<file path="src/rtl/ddr_native_cmd_packer_if.sv">
`default_nettype none
// ============================================================================
// Module   : ddr_native_cmd_packer_if
// Brief    : Burst request, write-data and packed-beat channels of the DDR
//            native command packer.
// Revision : 1.0 - initial release
// ============================================================================
interface ddr_native_cmd_packer_if #(
  parameter int ADDR_WIDTH = 27,
  parameter int DATA_WIDTH = 256
);
  // burst request channel
  logic                                 req_valid;
  logic                                 req_ready;
  logic [2:0]                           req_cmd;
  logic [ADDR_WIDTH-1:0]                req_addr;
  logic [8:0]                           req_len;
  // write-data channel
  logic                                 wd_valid;
  logic                                 wd_ready;
  logic [DATA_WIDTH-1:0]                wd_data;
  logic                                 wd_last;
  // packed beat channel {cmd, addr, data}
  logic                                 out_valid;
  logic                                 out_ready;
  logic [ADDR_WIDTH+DATA_WIDTH+2:0]     out_data;
  logic                                 out_last;
  logic [8:0]                           out_cnt;
  // sticky length-mismatch flag
  logic                                 len_err;

  modport slave (
    input  req_valid, req_cmd, req_addr, req_len,
    input  wd_valid, wd_data, wd_last,
    input  out_ready,
    output req_ready, wd_ready,
    output out_valid, out_data, out_last, out_cnt,
    output len_err
  );

  modport master (
    output req_valid, req_cmd, req_addr, req_len,
    output wd_valid, wd_data, wd_last,
    output out_ready,
    input  req_ready, wd_ready,
    input  out_valid, out_data, out_last, out_cnt,
    input  len_err
  );
endinterface
`default_nettype wire

</file>
<file path="src/rtl/ddr_native_cmd_packer.sv">
`default_nettype none
// ============================================================================
// Module   : ddr_native_cmd_packer
// Brief    : Expands a burst request into per-beat {cmd, addr, data} words for
//            a DDR native app port, through a single output register stage.
// Revision : 1.0 - initial release
// ============================================================================
module ddr_native_cmd_packer #(
  parameter int ADDR_WIDTH = 27,
  parameter int DATA_WIDTH = 256,
  parameter int ADDR_STEP  = 8
) (
  input wire                      clock,
  input wire                      rst_n,
  ddr_native_cmd_packer_if.slave  bus
);

  localparam int OUT_WIDTH = ADDR_WIDTH + DATA_WIDTH + 3;

  localparam logic [1:0] S_IDLE  = 2'd0;
  localparam logic [1:0] S_WRITE = 2'd1;
  localparam logic [1:0] S_READ  = 2'd2;

  localparam logic [2:0]            c_CMD_WR    = 3'b000;
  localparam logic [2:0]            c_CMD_RD    = 3'b001;
  localparam logic [ADDR_WIDTH-1:0] c_ADDR_STEP = ADDR_WIDTH'(ADDR_STEP);

  logic [1:0]            r_state;
  logic [1:0]            w_next_state;
  logic                  r_rst_done;
  logic [ADDR_WIDTH-1:0] r_addr;
  logic [8:0]            r_len;
  logic [8:0]            r_cnt;
  logic                  r_out_valid;
  logic [OUT_WIDTH-1:0]  r_out_data;
  logic                  r_out_last;
  logic [8:0]            r_out_cnt;
  logic                  r_len_err;

  logic                  w_slot_free;
  logic                  w_req_ready;
  logic                  w_wd_ready;
  logic                  w_accept;
  logic                  w_load;
  logic                  w_last_beat;
  logic [2:0]            w_beat_cmd;
  logic [DATA_WIDTH-1:0] w_beat_data;

  // The output register may take a new beat when empty or being drained.
  assign w_slot_free = !r_out_valid || bus.out_ready;
  assign w_last_beat = (r_cnt == r_len);
  assign w_accept    = bus.req_valid && w_req_ready;

  // State register.
  always_ff @(posedge clock or negedge rst_n) begin
    if (!rst_n) begin
      r_state <= S_IDLE;
    end else begin
      r_state <= w_next_state;
    end
  end

  // Next state: dispatch on command, return to idle once the last beat loads.
  always_comb begin
    w_next_state = r_state;
    case (r_state)
      S_IDLE: begin
        if (w_accept) begin
          if (bus.req_cmd == c_CMD_WR) begin
            w_next_state = S_WRITE;
          end else if (bus.req_cmd == c_CMD_RD) begin
            w_next_state = S_READ;
          end else begin
            w_next_state = S_IDLE;
          end
        end
      end
      S_WRITE, S_READ: begin
        if (w_load && w_last_beat) begin
          w_next_state = S_IDLE;
        end
      end
      default: w_next_state = S_IDLE;
    endcase
  end

  // State-decoded handshakes and beat-load strobe; req_ready waits one clock after reset release.
  always_comb begin
    w_req_ready = 1'b0;
    w_wd_ready  = 1'b0;
    w_load      = 1'b0;
    w_beat_cmd  = c_CMD_WR;
    w_beat_data = bus.wd_data;
    case (r_state)
      S_IDLE: begin
        w_req_ready = r_rst_done;
      end
      S_WRITE: begin
        w_wd_ready = w_slot_free;
        w_load     = w_slot_free && bus.wd_valid;
      end
      S_READ: begin
        w_load      = w_slot_free;
        w_beat_cmd  = c_CMD_RD;
        w_beat_data = '0;
      end
      default: begin
        w_req_ready = 1'b0;
      end
    endcase
  end

  // Marks the first clock after reset release.
  always_ff @(posedge clock or negedge rst_n) begin
    if (!rst_n) begin
      r_rst_done <= 1'b0;
    end else begin
      r_rst_done <= 1'b1;
    end
  end

  // Burst context: latch on accept, advance address and beat counter per loaded beat.
  always_ff @(posedge clock or negedge rst_n) begin
    if (!rst_n) begin
      r_addr <= '0;
      r_len  <= '0;
      r_cnt  <= '0;
    end else if (w_accept) begin
      r_addr <= bus.req_addr;
      r_len  <= bus.req_len;
      r_cnt  <= '0;
    end else if (w_load) begin
      r_addr <= r_addr + c_ADDR_STEP;
      r_cnt  <= r_cnt + 9'd1;
    end
  end

  // Output register stage: load a beat, drain when accepted, hold while stalled.
  always_ff @(posedge clock or negedge rst_n) begin
    if (!rst_n) begin
      r_out_valid <= 1'b0;
      r_out_data  <= '0;
      r_out_last  <= 1'b0;
      r_out_cnt   <= '0;
    end else if (w_load) begin
      r_out_valid <= 1'b1;
      r_out_data  <= {w_beat_cmd, r_addr, w_beat_data};
      r_out_last  <= w_last_beat;
      r_out_cnt   <= r_cnt;
    end else if (w_slot_free) begin
      r_out_valid <= 1'b0;
    end
  end

  // Sticky flag when upstream wd_last disagrees with the requested length.
  always_ff @(posedge clock or negedge rst_n) begin
    if (!rst_n) begin
      r_len_err <= 1'b0;
    end else if ((r_state == S_WRITE) && w_load && (bus.wd_last != w_last_beat)) begin
      r_len_err <= 1'b1;
    end
  end

  assign bus.req_ready = w_req_ready;
  assign bus.wd_ready  = w_wd_ready;
  assign bus.out_valid = r_out_valid;
  assign bus.out_data  = r_out_data;
  assign bus.out_last  = r_out_last;
  assign bus.out_cnt   = r_out_cnt;
  assign bus.len_err   = r_len_err;

endmodule
`default_nettype wire
</file>
<file path="src/flat_wrapper.sv">
// flat-port wrapper written by rule: the top's interface ports become plain ports
module ddr_native_cmd_packer_flat 
#(
  parameter int ADDR_WIDTH = 27,
  parameter int DATA_WIDTH = 256,
  parameter int ADDR_STEP  = 8
)
  (clock, rst_n, bus_req_valid, bus_req_cmd, bus_req_addr, bus_req_len, bus_wd_valid, bus_wd_data, bus_wd_last, bus_out_ready, bus_req_ready, bus_wd_ready, bus_out_valid, bus_out_data, bus_out_last, bus_out_cnt, bus_len_err);
  ddr_native_cmd_packer_if #(.ADDR_WIDTH(ADDR_WIDTH), .DATA_WIDTH(DATA_WIDTH)) bus_i ();
  input wire clock;
  input wire rst_n;
  input wire logic [$bits(bus_i.req_valid)-1:0] bus_req_valid;
  input wire logic [$bits(bus_i.req_cmd)-1:0] bus_req_cmd;
  input wire logic [$bits(bus_i.req_addr)-1:0] bus_req_addr;
  input wire logic [$bits(bus_i.req_len)-1:0] bus_req_len;
  input wire logic [$bits(bus_i.wd_valid)-1:0] bus_wd_valid;
  input wire logic [$bits(bus_i.wd_data)-1:0] bus_wd_data;
  input wire logic [$bits(bus_i.wd_last)-1:0] bus_wd_last;
  input wire logic [$bits(bus_i.out_ready)-1:0] bus_out_ready;
  output wire logic [$bits(bus_i.req_ready)-1:0] bus_req_ready;
  output wire logic [$bits(bus_i.wd_ready)-1:0] bus_wd_ready;
  output wire logic [$bits(bus_i.out_valid)-1:0] bus_out_valid;
  output wire logic [$bits(bus_i.out_data)-1:0] bus_out_data;
  output wire logic [$bits(bus_i.out_last)-1:0] bus_out_last;
  output wire logic [$bits(bus_i.out_cnt)-1:0] bus_out_cnt;
  output wire logic [$bits(bus_i.len_err)-1:0] bus_len_err;
  assign bus_i.req_valid = bus_req_valid;
  assign bus_i.req_cmd = bus_req_cmd;
  assign bus_i.req_addr = bus_req_addr;
  assign bus_i.req_len = bus_req_len;
  assign bus_i.wd_valid = bus_wd_valid;
  assign bus_i.wd_data = bus_wd_data;
  assign bus_i.wd_last = bus_wd_last;
  assign bus_i.out_ready = bus_out_ready;
  assign bus_req_ready = bus_i.req_ready;
  assign bus_wd_ready = bus_i.wd_ready;
  assign bus_out_valid = bus_i.out_valid;
  assign bus_out_data = bus_i.out_data;
  assign bus_out_last = bus_i.out_last;
  assign bus_out_cnt = bus_i.out_cnt;
  assign bus_len_err = bus_i.len_err;
  ddr_native_cmd_packer #(.ADDR_WIDTH(ADDR_WIDTH), .DATA_WIDTH(DATA_WIDTH), .ADDR_STEP(ADDR_STEP)) u_core (.clock(clock), .rst_n(rst_n), .bus(bus_i));
endmodule
</file>
<file path="config.mk">
export PLATFORM = sky130hd
export DESIGN_NAME = ddr_native_cmd_packer_flat
export DESIGN_NICKNAME = d
export VERILOG_FILES = /design/src/rtl/ddr_native_cmd_packer_if.sv /design/src/rtl/ddr_native_cmd_packer.sv /design/src/flat_wrapper.sv
export SDC_FILE = /design/constraint.sdc
export NUM_CORES = 1
export LEC_CHECK = 0
export ABC_AREA = 1
export CAP_MARGIN = 20
export CORE_AREA = 2 2 232 234
export DETAILED_ROUTE_END_ITERATION = 10
export DIE_AREA = 0 0 234 236
export HOLD_SLACK_MARGIN = 0.08
export PLACE_DENSITY = 0.52
export SLEW_MARGIN = 25
export SYNTH_ARGS = -nofsm -noshare
export SYNTH_HDL_FRONTEND = slang
export SYNTH_SLANG_ARGS = --single-unit
</file>
<file path="constraint.sdc">
create_clock -name clock -period 5.15 [get_ports clock]
set_clock_uncertainty 0.15 [all_clocks]
set_input_delay 1.2875 -clock clock [delete_from_list [all_inputs] [get_ports clock]]
set_output_delay 1.2875 -clock clock [all_outputs]
set_load 0.05 [all_outputs]
</file>
==> results of run 1 <==
==> worst max-delay path by stage <==
stage	to	slack (ns)	cells past startpoint
after floorplan	bus_wd_ready	1.74	2
after global placement	bus_wd_ready	0.92	4
after detailed placement	bus_wd_ready	0.96	4
after CTS	bus_wd_ready	0.94	4
after global routing	bus_wd_ready	0.92	4
final	bus_wd_ready	0.95	4
==> worst max-delay path, stage by stage <==
cell and delay [ns]:
clkdlybuf4s50_1 0.49, nor2_2 0.07, nor2_1 0.09, clkdlybuf4s50_1 0.81
==> logic make-up after synthesis <==
logic type	synth area share
AO/OA/AOI/OAI	0.115
XOR/XNOR	0.00790
adder cells (fa/ha/maj)	0.00434
buffers and inverters	0.0506
flip-flops	0.597
other	0.000521
AND/OR/NAND/NOR	0.224
==> routing by layer <==
| layer | GRT usage | vias to the layer above | wire (um) |
|---|---|---|---|
| met5 | 0 | - | 11 |
| met4 | 0.0614 | 2 | 1190 |
| met3 | 0.0407 | 75 | 3600 |
| met2 | 0.308 | 400 | 25400 |
| met1 | 0.226 | 6184 | 21300 |
| li1 | - | 6462 | - |
==> registers in the layout, indices dropped and copies added, names as in the netlist <==
name,count
u_core.r_rst_done,1
u_core.bus.out_data,284
u_core.bus.out_valid,1
u_core.r_addr,27
u_core.bus.len_err,1
u_core.r_len,9
u_core.r_cnt,9
u_core.bus.out_cnt,9
u_core.bus.out_last,1
u_core.r_state,2
==> per-stage QoR <==
step           hold WS (ns)  cells
6_report              0.321   2952
5_1_grt               0.339   2951
4_1_cts               0.320   2946
3_5_place_dp          0.307   2879
3_3_place_gp          0.305   2879
2_1_floorplan         0.292   1677
==> cell usage in the layout (no fill, tap or decap), types with 6 or more instances in the layout <==
cell             instances
o21ai_0                269
clkdlybuf4s50_1        597
xnor2_1                  7
inv_1                   56
nand2_1                699
clkinv_2                 6
clkbuf_8                 7
clkbuf_1                 6
a21oi_1                  8
nor2_1                  41
o21ai_1                 43
nor3_1                  14
xor2_1                   6
dfrtp_1                344
nand3_1                 34
clkbuf_16               45
nand4_1                  8
buf_4                   10
==> cell type report <==
cell class / count / area [um^2] / share of cell area
Inverter: 62 / 238 / 0.0107
Clock buffer: 58 / 1240 / 0.0558
Multi-Input combinational cell: 1165 / 5090 / 0.228
Sequential cell: 344 / 8610 / 0.386
Tap cell: 696 / 871 / 0.0390
Timing Repair Buffer: 613 / 6170 / 0.277
Clock inverter: 9 / 76.3 / 0.00342
Antenna cell: 5 / 12.5 / 0.000561
==> where the power goes <==
group / internal [mW] / leakage, nW / switching [mW]
logic: 2.58 / 5.35 / 5.64
registers: 3.86 / 4.40 / 0.709
clock network: 1.72 / 0.654 / 1.16
total: 8.17 / 10.4 / 7.51
==> summary.md, run 1 <==
| Metric | Value |
|---|---|
| Core area | 53100 um^2 |
| RSZ-0062 raised after global routing | false |
| Nets | 2534 |
| Worst-path clk slew | 0.05 ns |
| Syn avg cell area | 8.60 um^2 |
| Leakage | 10.4 nW |
| Post-synthesis sequential area ratio | 0.597 |
| Post-CTS Setup Bufs | 0 |
| Dpl hpwl | 36900 um |
| Row cnt | 85 |
| Slew Viols, Final | 0 |
| Sink Count | 344 |
| Number of global-route vias before repair | 12800 |
| Worst vdd ir | 0.357 mV |
| Pre-Repair DR Iteration Count | 6 |
| Reg2reg end | u_core.bus.out_data[165] |
| Routed vias/inst | 4.45 |
| Residual DRC | 0 |
| Hold path depth | 2 |
| Synth top cells by count | nand2_1 (699), dfrtp_1 (344), o21ai_0 (269) |
| CP Launch Type | input port |
| CP Capture Type | primary output |
| Clock latency on the worst-skew pair | 0.55 ns |
| Synthesized flop and latch total | 344 |
| Largest net degree at the start of global routing | 279 |
| Fill count | 5311 |
| Post-synth top area share | 0.597 |
| Hold/Removal Path Class | flip-flop to flip-flop |
| Clk Tree Root Cell | clkbuf_16 |
| Most used DFF post-synth | dfrtp_1 |
| Hold Startpoint | u_core.r_addr[1] |
| Slew HR | 0.344 |
| Max H-tree Level | 2 |
| Placed cell area | 21000 um^2 |
| Most numerous cell in the Yosys netlist | nand2_1 |
| Synth cell types | 31 |
| Clk buf depth | 3 |
| PortBufs | 598 |
| Final Instance Area | 22300 um^2 |
| CTS Buf Count | 42 |
| Worst Max-Slew Pin Slew | 0.985 ns |
| Final wirelength | 51600 um |
| Worst EP required | 3.71 ns |
| Die Wd | 234 um |
| Initial Utilization | 0.272 |
| Initial drt markers | 757 |
| Post-cts resize count | 0 |
| Share of cells above drive strength 1 | 0.0435 |
| Outcome | finished, final reports clean |
| Vias | 13100 |
| Total Routing Usage GR | 0.182 |
| CTS tree | yes |
| Yosys warns | 0 |
| Worst r2r src | u_core.r_state[0] |
| Cell Area, Synth | 14400 um^2 |
| Final number of hold-violating endpoints | 0 |
| Cells after synthesis | 1676 |
| Final period util | 0.815 |
| WS Path Type | input port to primary output |
| First-pass GRT wire length | 77800 um |
| FMAX | 238 MHz |
| Crit path time final | 4.20 ns |
| Power Dens Cells | 702 nW/um^2 |
| DRT antenna net count | 0 |
| Hold_buf cts | 0 |
| Asr flop ratio synth | 1.00 |
| Worst Setup SP | bus_out_ready |
| Final setup viols | 0 |
| Post-synth EDFFs | 0 |
| Final setup TNS | 0 ns |
| Hold-critical path endpoint | u_core.bus.out_data[257] |
| Top post-synthesis cells by area | dfrtp_1 (60%), nand2_1 (18%), o21ai_0 (9.3%), o21ai_1 (1.5%), clkbuf_1 (1.5%) |
| Synth-to-Final Area Change | 54.8% |
| Gr ovfl total | 0 |
| CP max FO | 2 |
| Final core utilization | 0.420 |
| Boundary pin count | 601 |
| Die area | 55200 um^2 |
| Initial antenna violation count | 5 |
| Reg2Reg Depth | 8 |
| Die H | 236 um |
| Area leader, netlist | dfrtp_1 |
| DR WL/cell | 17.5 um |
| MaxCap Viol Count | 0 |
| Final Power | 15.7 mW |
| RePlAce Congestion | 0.878 |
| FF-to-FF setup slack | 2.04 ns |
| Place WS | 0.955 ns |
| Critical path arrival | 2.76 ns |
| Final WS setup | 0.951 ns |
No activity file was read; power rests on OpenSTA's default activity.
==> run 2: changes to the inputs <==
CORE_AREA = 2 2 235 237   (was 2 2 232 234)
DIE_AREA = 0 0 237 239   (was 0 0 234 236)
PLACE_DENSITY = 0.51   (was 0.52)
clock period = 4.1 ns   (was 5.15 ns; I/O delays follow)
==> summary.md, run 2 (synthesis gave the netlist of run 1 again) <==
| Metric | Value |
|---|---|
| Worst EP required | 2.92 ns |
| Die area | 56600 um^2 |
| Initial Utilization | 0.265 |
| Die Wd | 237 um |
| Worst-path clk slew | 0.06 ns |
| Hold/Removal Path Class | input port to async pin |
| Sequential share of power | 0.291 |
| PortBufs | 598 |
| Boundary pin count | 601 |
| WS Path Type | flip-flop to primary output |
| Slew HR | 0.355 |
| First-pass GRT wire length | 78600 um |
| Final setup TNS | 0 ns |
| Row cnt | 86 |
| Initial drt markers | 787 |
| RSZ-0062 raised after global routing | false |
| Initial antenna violation count | 4 |
| CP Launch Type | flip-flop |
| Die H | 239 um |
| Max H-tree Level | 2 |
| DR WL/cell | 17.6 um |
| Pre-Repair DR Iteration Count | 7 |
| RePlAce Congestion | 0.832 |
| CTS Buf Count | 42 |
| Hold_buf cts | 0 |
| Net switching power figure | 9.47 mW |
| Number of global-route vias before repair | 12500 |
| Internal power | 10.3 mW |
| Largest net degree at the start of global routing | 201 |
| Outcome | finished, final reports clean |
| CTS tree | yes |
| Post-CTS Setup Bufs | 0 |
| Total Routing Usage GR | 0.179 |
| Final wirelength | 52300 um |
| Share of cells above drive strength 1 | 0.0451 |
| Vias | 13000 |
| Switching share of total power | 0.479 |
| Highest-count cells in the layout ignoring fill and taps | nand2_1 (699), clkdlybuf4s50_1 (596), dfrtp_1 (344) |
| Placed cell area | 21000 um^2 |
| Gr ovfl total | 0 |
| Dpl hpwl | 37600 um |
| Routed length on met3 | 3720 um |
| CP max FO | 3 |
| CP Capture Type | primary output |
| Final setup viols | 0 |
| Clk Tree Root Cell | clkbuf_16 |
| Reg2Reg Depth | 8 |
| FMAX | 288 MHz |
| Post-cts resize count | 0 |
| Final number of hold-violating endpoints | 0 |
| Core area | 54300 um^2 |
| Clock Power Share | 0.185 |
| Power Dens Cells | 883 nW/um^2 |
| Clock latency on the worst-skew pair | 0.56 ns |
| Max layer used | met5 |
| Met2 wire len | 25200 um |
| Crit path time final | 3.48 ns |
| Leakage | 10.4 nW |
| Nets | 2538 |
| Largest register FFs | 284 |
| Most common cell after layout, fill and taps aside | nand2_1 |
| Critical path arrival | 2.30 ns |
| DRT antenna net count | 0 |
| Final Instance Area | 22400 um^2 |
| Synth-to-Final Area Change | 55.3% |
| Sink Count | 344 |
| Residual DRC | 0 |
| Wl on met1 | 22000 um |
| Gate power share | 0.524 |
| Clk buf depth | 3 |
| DP Cell Count | 2892 |
| Worst Max-Slew Pin Slew | 0.967 ns |
| Routed vias/inst | 4.38 |
| Final Power | 19.8 mW |
| Final period util | 0.848 |
| Non-Filler Instances | 2968 |
| Worst vdd ir | 0.375 mV |
| Slew Viols, Final | 0 |
| MaxCap Viol Count | 0 |
-- run 2: layer usage --
metal | up-vias | track usage
met5 | - | 0
met4 | 2 | 0.0570
met3 | 81 | 0.0503
met2 | 403 | 0.293
met1 | 6048 | 0.230
li1 | 6468 | -
-- run 2: layout make-up --
class                           instances  area [um^2]
Tap cell                              704          881
Sequential cell                       344         8610
Multi-Input combinational cell       1165         5090
Clock inverter                          6         61.3
Clock buffer                           67         1280
Timing Repair Buffer                  617         6230
Fill cell                            5457        31900
Antenna cell                            3         7.51
Inverter                               62          238
-- run 2: power by group through the flow --
stage	Clock (mW)	Sequential (mW)	Combinational (mW)
floorplan	0	10.2	2.08
global route	3.93	5.92	11.0
global placement	0	5.75	10.4
finish	3.66	5.74	10.4
detailed placement	0	5.78	10.5
CTS	3.78	5.75	10.5
-- run 2: metrics by stage --
| stage | hold WS [ns] | worst slack [ns] | util |
|---|---|---|---|
| after floorplan | 0.292 | 1.21 | - |
| after global placement | 0.312 | 0.966 | 0.387 |
| after detailed placement | 0.310 | 0.897 | 0.387 |
| after CTS | 0.324 | 0.585 | 0.412 |
| after global routing | 0.353 | 0.504 | 0.412 |
| final | 0.329 | 0.623 | 0.412 |
-- run 2: critical path, stage by stage (launching register included) --
cell	delay [ns]
dfrtp_1	0.40
inv_1	0.08
ha_1	0.25
nand2_1	0.09
inv_2	0.10
clkdlybuf4s50_1	0.81
-- run 2: final timing paths --
kind                                    from                        to  slack [ns]
setup reg to reg           u_core.r_state[0]  u_core.bus.out_data[141]        1.52
max in group asynchronous              rst_n   u_core.bus.out_data[88]        2.55
hold / removal                         rst_n  u_core.bus.out_data[276]        0.33
min in group clock          u_core.r_addr[1]  u_core.bus.out_data[257]        0.33
hold reg to reg             u_core.r_addr[1]  u_core.bus.out_data[257]        0.33
setup / recovery           u_core.r_state[1]             bus_req_ready        0.62
==> run 3: changes to the inputs <==
clock period = 3.2 ns   (was 4.1 ns; I/O delays follow)
==> summary.md, run 3 (synthesis gave the netlist of run 1 again) <==
| Metric | Value |
|---|---|
| Final setup viols | 0 |
| Core area | 54300 um^2 |
| CTS Buf Count | 42 |
| Vias | 13100 |
| Outcome | finished, final reports clean |
| Die area | 56600 um^2 |
| Final core utilization | 0.416 |
| Worst Max-Slew Pin Slew | 0.937 ns |
| Worst vdd ir | 0.545 mV |
| Final setup TNS | 0 ns |
| RePlAce Congestion | 0.843 |
| Row cnt | 86 |
| Total Routing Usage GR | 0.181 |
| FMAX | 346 MHz |
| Power Dens Cells | 1130 nW/um^2 |
| Most common cell after layout, fill and taps aside | nand2_1 |
| Clk Tree Root Cell | clkbuf_16 |
| Hold-critical path endpoint | u_core.bus.out_data[257] |
| FF-to-FF setup slack | 0.86 ns |
| Hold/Removal Path Class | flip-flop to flip-flop |
| Clock Power Share | 0.189 |
| Max H-tree Level | 2 |
| Pre-Repair DR Iteration Count | 6 |
| GRT busiest layer | met2 |
| Die Wd | 237 um |
| Largest register FFs | 284 |
| Slew Viols, Final | 0 |
| Final period util | 0.903 |
| Worst-path clk slew | 0.06 ns |
| Boundary pin count | 601 |
| Final Power | 25.5 mW |
| Net switching power figure | 12.2 mW |
| DRT antenna net count | 0 |
| Hold Startpoint | u_core.r_addr[1] |
| Reg2Reg Depth | 10 |
| Number of global-route vias before repair | 12900 |
| Sequential share of power | 0.289 |
| Hold path depth | 2 |
| Switching share of total power | 0.476 |
| Placed cell area | 21200 um^2 |
| Critical path arrival | 1.94 ns |
| CP Launch Type | flip-flop |
| DR WL/cell | 17.6 um |
| Highest-count cells in the layout ignoring fill and taps | nand2_1 (699), clkdlybuf4s50_1 (595), dfrtp_1 (344) |
| Leakage | 10.5 nW |
| M2 GR Usage | 0.296 |
| Routed vias/inst | 4.41 |
| Gr ovfl total | 0 |
| Internal power | 13.4 mW |
| Worst EP required | 2.25 ns |
| Clk buf depth | 3 |
| PortBufs | 598 |
| Die H | 239 um |
| Worst r2r src | u_core.r_state[0] |
| CTS tree | yes |
| CP max FO | 3 |
| RSZ-0062 raised after global routing | false |
| CP Capture Type | primary output |
| Crit path time final | 2.89 ns |
| Initial Utilization | 0.265 |
| Dpl hpwl | 38400 um |
| Reg2reg end | u_core.r_cnt[7] |
| Slew HR | 0.376 |
| First-pass GRT wire length | 79500 um |
| Clock latency on the worst-skew pair | 0.55 ns |
| Initial drt markers | 826 |
| Nets | 2549 |
| Final wirelength | 52600 um |
| Synth-to-Final Area Change | 56.7% |
| Met3 GRT Util | 0.0435 |
| Gate power share | 0.523 |
| Final number of hold-violating endpoints | 0 |
| Final Instance Area | 22600 um^2 |
| Largest net degree at the start of global routing | 163 |
| Initial antenna violation count | 6 |
| Share of cells above drive strength 1 | 0.0502 |
| MaxCap Viol Count | 0 |
| Sink Count | 344 |
| Non-Filler Instances | 2979 |
| GRT met1 Usage | 0.235 |
| WS Path Type | flip-flop to primary output |
| DP Cell Count | 2902 |
| Residual DRC | 0 |
==> run 3: changes by cell type in the layout (fill, tap and decap cells not counted) <==
cell             delta
clkdlybuf4s50_1     -1
bufinv_16           +2
clkinv_4            +1
buf_12              +5
dlygate4sd3_1       +1
dlygate4sd2_1       +1
buf_4               +5
clkbuf_1            -2
clkbuf_8            -1
==> run 3: critical path: stages, from the launching register on <==
cell and delay, ns:
dfrtp_1 0.41, inv_1 0.09, ha_1 0.20, nand2_1 0.07, inv_2 0.08, dlygate4sd2_1 0.54
==> run 3: layout make-up <==
cell class                      instances  area, um^2
Multi-Input combinational cell       1165        5090
Tap cell                              704         881
Clock buffer                           64        1250
Antenna cell                            3        7.51
Sequential cell                       344        8610
Fill cell                            5455       31800
Clock inverter                          9         130
Timing Repair Buffer                  628        6380
Inverter                               62         238
==> run 3: worst max path at each step <==
stage,startpoint,to,slack (ns),cells after the start
global route,u_core.r_state[0],bus_req_ready,0.22,5
global placement,bus_out_ready,u_core.r_addr[18],0.50,9
finish,u_core.r_state[0],bus_req_ready,0.31,5
detailed placement,bus_out_ready,u_core.r_cnt[7],0.43,9
floorplan,bus_out_ready,bus_wd_ready,0.76,2
CTS,u_core.r_state[0],bus_req_ready,0.24,5
==> run 3: through the flow <==
stage / setup slack [ns] / hold slack (ns)
finish: 0.310 / 0.327
floorplan: 0.762 / 0.292
global placement: 0.503 / 0.315
CTS: 0.236 / 0.335
global route: 0.222 / 0.347
detailed placement: 0.432 / 0.317
==> run 3: what timing repair did <==
item	4_1_cts	5_1_grt
setup buffers	0	0
hold buffers	1	0
endpoints found under the hold margin	37	0
resized for setup	1	0
setup endpoints to repair	1	0
==> run 3: power by group through the flow <==
stage / Combinational (mW) / Sequential, mW / Clock [mW]
2_1_floorplan: 2.67 / 13.0 / 0
5_1_grt: 14.2 / 7.59 / 5.17
3_5_place_dp: 13.5 / 7.41 / 0
6_report: 13.4 / 7.37 / 4.82
4_1_cts: 13.5 / 7.37 / 4.98
3_3_place_gp: 13.4 / 7.37 / 0
==> run 3: metal layers <==
metal | up-vias | routed length, um
li1 | 6497 | -
met1 | 6172 | 22500
met2 | 390 | 25300
met3 | 74 | 3480
met4 | 6 | 1240
met5 | - | 36
